[config.mk]
export PLATFORM = sky130hd
export DESIGN_NAME = uart_tx
export DESIGN_NICKNAME = d
export VERILOG_FILES = /design/src/rtl/uart_tx.sv
export SDC_FILE = /design/constraint.sdc
export NUM_CORES = 1
export LEC_CHECK = 0
export ABC_AREA = 1
export CAP_MARGIN = 20
export CORE_MARGIN = 2
export CORE_UTILIZATION = 30
export CTS_CLUSTER_DIAMETER = 60
export CTS_CLUSTER_SIZE = 8
export DETAILED_ROUTE_END_ITERATION = 10
export SYNTH_ARGS = -nofsm -noshare
export SYNTH_HDL_FRONTEND = slang
export SYNTH_SLANG_ARGS = --single-unit
[constraint.sdc]
create_clock -name clk -period 2.45 [get_ports clk]
set_clock_uncertainty 0.1 [all_clocks]
set_input_delay 0.245 -clock clk [delete_from_list [all_inputs] [get_ports clk]]
set_output_delay 0.245 -clock clk [all_outputs]
set_load 0.005 [all_outputs]
[src/rtl/uart_tx.sv]
// uart_tx -- host-side 8N1 UART transmitter with a TX FIFO.
//
// The IOC bus writes bytes into a circular FIFO; the shifter drains them
// LSB first onto txd, gated by a synchronised cts. tx_irq flags "FIFO
// empty" when enabled. Host strobes are asynchronous and are synchronised
// here. Reset is synchronous and active low.
//
// Optional build macro: UART_TX_PARITY_EN adds ctrl bit1 (par_en) and an
// even-parity bit between the data bits and the stop bit.
//
// Ports:
//   clk     main clock
//   nRST    synchronous active-low reset
//   cs      block select (already qualified with !nIOC_SEL)
//   nwe     host write strobe, active low, asynchronous
//   addr    register select: 0 data, 1 ctrl/status, 2 div lo, 3 div hi
//   din     host write data
//   dout    host read data, combinational on addr
//   cts     clear-to-send, active high, asynchronous
//   txd     serial output, idle high
//   tx_irq  level interrupt: irq_en && FIFO empty (registered)
module uart_tx #(
  parameter int                   FIFO_DEPTH  = 8,     // power of 2, 2..15
  parameter int                   DIV_WIDTH   = 16,    // 9..16
  parameter logic [DIV_WIDTH-1:0] DEFAULT_DIV = 16'd8
) (
  input  logic       clk,
  input  logic       nRST,
  input  logic       cs,
  input  logic       nwe,
  input  logic [1:0] addr,
  input  logic [7:0] din,
  output logic [7:0] dout,
  input  logic       cts,
  output logic       txd,
  output logic       tx_irq
);

  localparam int PW = (FIFO_DEPTH > 1) ? $clog2(FIFO_DEPTH) : 1;

  typedef enum logic [2:0] {
    S_IDLE  = 3'd0,
    S_START = 3'd1,
    S_DATA  = 3'd2,
    S_STOP  = 3'd3
`ifdef UART_TX_PARITY_EN
    , S_PARITY = 3'd4
`endif
  } state_t;

  state_t state, state_nx;

  // ---- synchronisers ------------------------------------------------------
  // wr_sync[2] is the delayed copy used to find the rising edge of the
  // synchronised strobe, giving exactly one wr pulse per host write.
  logic [2:0] wr_sync;
  logic [1:0] cts_sync;
  logic       wr, cts_s;

  always_ff @(posedge clk) begin
    if (!nRST) begin
      wr_sync  <= '0;
      cts_sync <= '0;
    end else begin
      wr_sync  <= {wr_sync[1:0], cs & ~nwe};
      cts_sync <= {cts_sync[0], cts};
    end
  end

  assign wr    = wr_sync[1] & ~wr_sync[2];
  assign cts_s = cts_sync[1];

  logic wr_fifo, wr_ctrl, wr_dlo, wr_dhi, flush;
  assign wr_fifo = wr && (addr == 2'd0);
  assign wr_ctrl = wr && (addr == 2'd1);
  assign wr_dlo  = wr && (addr == 2'd2);
  assign wr_dhi  = wr && (addr == 2'd3);
  assign flush   = wr_ctrl && din[2];

  // ---- control / divisor registers ----------------------------------------
  logic                 irq_en, overrun;
  logic [DIV_WIDTH-1:0] divisor;
  logic [15:0]          div16;
`ifdef UART_TX_PARITY_EN
  logic par_en, par_frame, par_bit;
`endif

  assign div16 = 16'(divisor);

  always_ff @(posedge clk) begin
    if (!nRST) begin
      irq_en  <= 1'b0;
      divisor <= DEFAULT_DIV;
`ifdef UART_TX_PARITY_EN
      par_en  <= 1'b0;
`endif
    end else begin
      if (wr_ctrl) irq_en <= din[0];
`ifdef UART_TX_PARITY_EN
      if (wr_ctrl) par_en <= din[1];
`endif
      if (wr_dlo) divisor <= DIV_WIDTH'({div16[15:8], din});
      if (wr_dhi) divisor <= DIV_WIDTH'({din, div16[7:0]});
    end
  end

  // ---- FIFO -----------------------------------------------------------------
  logic [7:0]    mem [FIFO_DEPTH];
  logic [PW-1:0] wptr, rptr;
  logic [3:0]    count;
  logic          full, empty, pop, push;

  assign full  = (count == 4'(FIFO_DEPTH));
  assign empty = (count == 4'd0);
  assign pop   = (state == S_IDLE) && !empty && cts_s;
  // A pop in the same cycle frees a slot, so a push into a full FIFO is fine.
  assign push  = wr_fifo && (!full || pop);

  always_ff @(posedge clk) begin
    if (push) mem[wptr] <= din;
  end

  always_ff @(posedge clk) begin
    if (!nRST) begin
      wptr    <= '0;
      rptr    <= '0;
      count   <= '0;
      overrun <= 1'b0;
    end else begin
      if (flush) begin
        wptr  <= '0;
        rptr  <= '0;
        count <= '0;
      end else begin
        if (push) wptr <= (wptr == PW'(FIFO_DEPTH-1)) ? '0 : wptr + PW'(1);
        if (pop)  rptr <= (rptr == PW'(FIFO_DEPTH-1)) ? '0 : rptr + PW'(1);
        case ({push, pop})
          2'b10:   count <= count + 4'd1;
          2'b01:   count <= count - 4'd1;
          default: ;
        endcase
      end
      if (wr_ctrl && din[3])          overrun <= 1'b0;
      else if (wr_fifo && full && !pop) overrun <= 1'b1;
    end
  end

  // ---- shifter datapath -----------------------------------------------------
  // baud_cnt reloads from the live divisor at every bit boundary, so a
  // divisor write lands on the next bit. Period = divisor + 1 clocks.
  logic [DIV_WIDTH-1:0] baud_cnt;
  logic [2:0]           bit_cnt;
  logic [7:0]           shreg;
  logic                 tick;

  assign tick = (baud_cnt == '0);

  always_ff @(posedge clk) begin
    if (!nRST) begin
      baud_cnt  <= '0;
      bit_cnt   <= '0;
      shreg     <= '0;
`ifdef UART_TX_PARITY_EN
      par_frame <= 1'b0;
      par_bit   <= 1'b0;
`endif
    end else begin
      if (pop || (state != S_IDLE && tick)) baud_cnt <= divisor;
      else if (state != S_IDLE)             baud_cnt <= baud_cnt - DIV_WIDTH'(1);
      if (pop) begin
        shreg   <= mem[rptr];
        bit_cnt <= '0;
`ifdef UART_TX_PARITY_EN
        par_frame <= par_en;
        par_bit   <= ^mem[rptr];
`endif
      end else if (state == S_DATA && tick) begin
        shreg   <= shreg >> 1;
        bit_cnt <= bit_cnt + 3'd1;
      end
    end
  end

  // ---- FSM ----------------------------------------------------------------
  always_ff @(posedge clk) begin
    if (!nRST) state <= S_IDLE;
    else       state <= state_nx;
  end

  always_comb begin
    state_nx = state;
    case (state)
      S_IDLE:  if (pop)  state_nx = S_START;
      S_START: if (tick) state_nx = S_DATA;
      S_DATA:  if (tick && bit_cnt == 3'd7) begin
`ifdef UART_TX_PARITY_EN
        state_nx = par_frame ? S_PARITY : S_STOP;
`else
        state_nx = S_STOP;
`endif
      end
`ifdef UART_TX_PARITY_EN
      S_PARITY: if (tick) state_nx = S_STOP;
`endif
      S_STOP:  if (tick) state_nx = S_IDLE;
      default: state_nx = S_IDLE;
    endcase
  end

  logic busy;
  always_comb begin
    txd  = 1'b1;
    busy = (state != S_IDLE);
    case (state)
      S_START:  txd = 1'b0;
      S_DATA:   txd = shreg[0];
`ifdef UART_TX_PARITY_EN
      S_PARITY: txd = par_bit;
`endif
      default:  txd = 1'b1;
    endcase
  end

  // ---- interrupt and read mux ---------------------------------------------
  always_ff @(posedge clk) begin
    if (!nRST) tx_irq <= 1'b0;
    else       tx_irq <= irq_en && empty;
  end

  always_comb begin
    case (addr)
      2'd0:    dout = 8'h00;
      2'd1:    dout = {count, overrun, busy, full, empty};
      2'd2:    dout = div16[7:0];
      default: dout = div16[15:8];
    endcase
  end

endmodule

After elaboration in Yosys (flattened, before gate mapping)
Memory sizes are Yosys's and may differ from the RTL's. A register that Yosys moved wholly into a read port is not among the register bits.
Index checks and enable logic that the tools add are counted.
{"block": "word_totals", "ff_bits": 64, "mem_bits_rw": 64, "inputBits": 15, "out_inout_bits": 10, "memories": 1}
{"block": "classes", "n_addsub": 6, "eq_ne": 16, "mux": 20, "n_bitwise": 6, "reduce_logical": 33}
{"memory": "mem", "depth": 8, "word_bits": 8, "rd": 1, "rd_ports_with_merged_regs": 1, "write_ports": 1, "line_no": "108", "source": "logic [7:0] mem [FIFO_DEPTH];"}
{"cell": "16-bit two-way mux", "n": 3}
{"cell": "3-bit two-way mux", "n": 8}
{"cell": "8-bit two-way mux", "n": 3}
{"cell": "8-bit case mux with 3 select lines", "n": 1}
{"cell": "16-bit zero test", "n": 1}
{"cell": "16-bit by 1-bit subtractor with 16-bit output (second input constant)", "n": 1}
{"cell": "1-bit logical AND", "n": 15}
{"cell": "3-bit case mux with 4 select lines", "n": 1}
{"cell": "3-bit by 1-bit adder with 3-bit output (second input constant)", "n": 3}
{"cell": "3-bit equality test (second input constant)", "n": 3}
{"cell": "4-bit case mux with 2 select lines", "n": 1}
{"cell": "2-bit equality test (second input constant)", "n": 3}
{"cell": "3-bit by 2-bit equality test with 1-bit output (second input constant)", "n": 2}
{"cell": "2-bit inequality test (second input constant)", "n": 3}
{"cell": "2-bit nonzero test", "n": 3}
{"cell": "2-bit OR reduction", "n": 3}
{"cell": "4-bit by 1-bit adder with 4-bit output (second input constant)", "n": 1}
{"cell": "2-bit by 1-bit equality test with 1-bit output (second input constant)", "n": 2}
{"cell": "4-bit equality test (second input constant)", "n": 1}
{"cell": "4-bit zero test", "n": 1}
{"cell": "1-bit inverter", "n": 4}
{"cell": "4-bit AND reduction", "n": 1}
{"cell": "4-bit by 1-bit subtractor with 4-bit output (second input constant)", "n": 1}
{"cell": "3-bit by 1-bit equality test with 1-bit output (second input constant)", "n": 1}
{"cell": "other kinds (10)", "n": 15}

Depth between registers and ports, before layout
Gate-level depths: netlist of the first run.
{"block": "logic_depth", "word_depth": 8, "ltp_mapped": 13, "ltp_nobuf": 13}

Least setup slack after synthesis of the first run
Ideal clock, no wire load.
{"block": "synth_path", "kind": "flip-flop to flip-flop", "start": "register state[0]", "end": "memory mem[7][0] (enable)", "setup_time_ps": 383, "arrival_ps": 1704, "slack_ps": 263, "stages_incl_launch_ff": 9, "n_path_buf": 0, "synth_period_minus_slack_ps": 2187, "cell_sequence": "dfxtp_1 inv_1 ha_1 nand2_2 nand2_1 nand2_2 nor2_1 inv_1 nor3_1"}
{"block": "synth_via", "elab_chain_cells": 7}
{"item": "from (decl)", "line_no": "51", "source": "state_t state, state_nx;"}
{"item": "from (signal assigned)", "line_no": "187", "source": "else state <= state_nx;"}
{"item": "3-bit zero test", "line_no": "115", "source": "assign pop = (state == S_IDLE) && !empty && cts_s;"}
{"item": "1-bit logical AND (2 in series)", "line_no": "115"}
{"item": "1-bit logical OR", "line_no": "117", "source": "assign push = wr_fifo && (!full || pop);"}
{"item": "1-bit logical AND", "line_no": "117"}
{"item": "1-bit two-way mux", "line_no": "120", "source": "if (push) mem[wptr] <= din;"}
{"item": "1-bit two-way mux (not written as such)", "line_no": "120"}
{"item": "to (decl)", "line_no": "108"}
Every way passes these cells.

Final worst setup path of the first run
{"block": "layout_path", "start": "register state[0]", "end": "output txd"}
{"block": "layout_via", "elab_chain_cells": 2, "word_cells_on_any_way": 3}
{"item": "3-bit by 2-bit equality test with 1-bit output or 3-bit by 1-bit equality test with 1-bit output (tied branches)", "line_no": "214", "source": "case (state)"}
{"item": "1-bit case mux with 2 select lines *", "line_no": "214"}
{"item": "to (decl)", "line_no": "35", "source": "output logic txd,"}
Every way passes the cells marked *; elsewhere a longest branch is shown, timed or not.

==> summary.txt, run 1 <==
Run status
  – Status: finished clean

Yosys
  – Post-Syn Nets: 758
  – Top FF cell, synth: dfxtp_1
  – Post-synth top cells: nor2_1 (147), nand2_1 (122), inv_1 (70), o21ai_0 (70), dfxtp_1 (66)
  – Sequential share of the synthesized area: 52.75%
  – Netlist cell types: 42
  – Post-synth ARST share: 0%
  – Most frequent cell after synthesis: nor2_1
  – Synth area leader: edfxtp_1
  – Top cell type's share of synthesized area: 31.26%
  – Mapped Cells: 730
  – Synth Cell Area: 6148 um2
  – Syn Area/Cell: 8.422 um2
  – Number of synthesized flops with an enable pin: 64
  – Syn. warnings: 0
  – Synth top area cells: edfxtp_1 (31%), dfxtp_1 (21%), nor2_1 (9.0%), nand2_1 (7.4%), o21ai_0 (5.7%)
  – Yosys reg bits: 130

Setup path
  – Max incr delay on CP: 0.57 ns
  – Setup Crit Path Kind: reg2out
  – Worst setup SP type: flop
  – Crit end category: output port
  – Crit path depth: 4
  – Crit-path cells: inv_1 -> ha_1 -> o21ai_0 -> clkdlybuf4s50_1
  – Reg2Reg Depth: 9
  – Delay-heaviest family, CP: buffers and inverters
  – Worst EP required: 2.11 ns
  – Crit Path Max Fanout: 5
  – CP arrival: 2.01 ns
  – Slowest-stage cell, CP: clkdlybuf4s50_1
  – CP bufs+invs: 2

Placed design
  – Post-place instance area: 6738 um2
  – Pre-CTS WS: 0.1803 ns
  – RD Place Congestion: 0.8445
  – Hpwl dp: 10.46 mm
  – Port Buffer Count: 24

Clock tree
  – # resized after CTS: 0
  – Hold Buf Count CTS: 0
  – Worst skew pair latency: 0.43 ns
  – CTS root buf: clkbuf_16
  – # Post-CTS Setup Buffers: 0
  – H-tree levels: 4
  – CTS max path bufs: 2
  – CTS tree: yes
  – Cts bufs inserted: 17
  – Clock sinks: 130
  – Clock-pin slew on the worst setup and hold paths: 0.06 ns

Floorplanning
  – Die Wd: 147.2 um
  – Die Height: 147.2 um
  – CORE AREA: 20,170 um2
  – I/O pin cnt: 25
  – Initial Util: 30.48%
  – Cell Rows: 52
  – DIE AREA: 21,660 um2

Global route
  – GRT Overall Usage: 14.30%
  – First-pass GRT wire length: 24.43 mm
  – Grt ovf: 0
  – Vias in the first global route: 4,833
  – Largest net degree at the start of global routing: 33
  – Initial antenna violation count: 0

Timing
  – Unrepaired setup endpoints after global routing: false
  – Final Cycle Share: 96.08%
  – Slew Viols, Final: 0
  – Max Freq: 0.4248 GHz
  – Tmin final: 2.354 ns
  – Worst hold slack: 0.2450 ns
  – Worst-margin pin slew: 0.6565 ns
  – Final Hold Fails: 0
  – Setup ws final: 0.09593 ns
  – Slew headroom: 56.18%
  – Setup TNS: 0 ns
  – Final setup vio count: 0

Route
  – Vias post-DR: 4,998
  – Starting DRT DRC Count: 394
  – Antenna viol nets, final: 0
  – DR DRC count: 0
  – Via/cell ratio: 4.746
  – Final wirelength: 14.90 mm
  – First-pass DRT Iterations: 5
  – Wirelength per Cell: 14.15 um

Worst hold path
  – Worst hold path class: in2reg
  – Hold Path Depth: 3

Cells and area
  – Ant diodes: 0
  – Fillcell total: 2,115
  – Final Util: 36.26%
  – Nets: 798
  – Share of cells above drive strength 1: 10.73%
  – Design area: 7313 um2
  – Synthesis-to-layout area growth: 18.95%

Job
  – MaxCap Viol Count: 0

Power
  – Pleak: 2.898 nW
  – Pwr/cell area: 933.9 nW/um2
  – Peak VDD IR: 0.0004580 V
==> worst paths after layout <==
| kind | start | to | slack [ns] |
|---|---|---|---|
| hold reg to reg | cts_sync[0]$_SDFF_PN0_ | cts_sync[1]$_SDFF_PN0_ | 0.32 |
| hold / removal | cts | cts_sync[0]$_SDFF_PN0_ | 0.24 |
| setup reg to reg | state[0]$_SDFFE_PN0P_ | mem[7][6]$_DFFE_PP_ | 0.35 |
| setup / recovery | state[0]$_SDFFE_PN0P_ | txd | 0.1 |
==> metrics by stage <==
stage          power, mW  std cells
6_report           6.830       1053
5_1_grt            7.299       1053
3_5_place_dp       4.420       1021
3_3_place_gp       4.407       1021
4_1_cts            6.891       1053
2_1_floorplan      4.049        730
==> routing by layer <==
layer	share of wire, %	routed length, um	vias to the layer above	track usage, %
met5	0	0	-	0
met4	2.5	379	0	6.394
met3	4.9	730	29	2.702
met2	48	7128	133	23.36
met1	45	6667	2329	18.47
li1	-	-	2507	-
==> flip-flops by register name, indices dropped and copies added (netlist names), named ones only <==
register and flops:
state 2, cts_sync 2, wr_sync 3, wptr 3, div16 16, shreg 8, baud_cnt 16, rptr 3
tx_irq 1, bit_cnt 3, irq_en 1, overrun 1, mem 64, count 4
==> layout by cell type, fill, tap and decap left out, types with 2 or more instances in the layout <==
master           count
nor2_1             147
nand2_1            122
inv_1               70
o21ai_0             70
dfxtp_1             66
edfxtp_1            64
a21oi_1             31
nand3_1             24
clkdlybuf4s50_1     24
o21ai_1             21
buf_4               19
clkbuf_16           17
ha_1                13
o221ai_1            10
inv_2                8
nor2_2               7
o22ai_1              7
nor3_1               6
clkinv_4             6
nand4_1              5
nand2_2              5
xor2_1               5
o21bai_1             5
nor2_4               3
nand2_4              3
inv_6                3
o211ai_1             2
clkinvlp_4           2
inv_8                2
==> power by group <==
| group | internal (mW) | total [mW] | switching [mW] |
|---|---|---|---|
| clock network | 1.42 | 2.45 | 1.03 |
| registers | 2.41 | 2.54 | 0.132 |
| logic | 0.632 | 1.84 | 1.21 |
| total | 4.46 | 6.83 | 2.37 |
==> cell type report <==
type	count	area, um2	share of cell area [%]
Timing Repair Buffer	43	382.9	5.235
Inverter	80	304.0	4.157
Clock buffer	17	425.4	5.817
Sequential cell	130	3243	44.35
Multi-Input combinational cell	498	2470	33.77
Tap cell	270	337.8	4.619
Clock inverter	15	150.1	2.053
==> cell families after synthesis <==
group	after synthesis	synth area share, %
XOR/XNOR	6	0.8547
AND/OR/NAND/NOR	327	22.69
buffers and inverters	102	7.082
flip-flops	130	52.75
adder cells (fa/ha/maj)	13	2.646
AO/OA/AOI/OAI	152	13.98
==> worst reg2reg max path, cell delays in order (launching register included) <==
cell and delay, ns:
dfxtp_1 0.33, inv_1 0.10, ha_1 0.35, nand2_2 0.14, nand2_1 0.11, nand2_2 0.12, nor2_1 0.11, inv_1 0.09
nor3_1 0.14, buf_4 0.21
(Power assumes the default switching activity.)
==> run 2, diff against run 1 <==
Settings changed: TNS_END_PERCENT set to 1.
==> results of run 2 <==
Same layout as run 1: the final DEF is identical, and so are final timing and power.
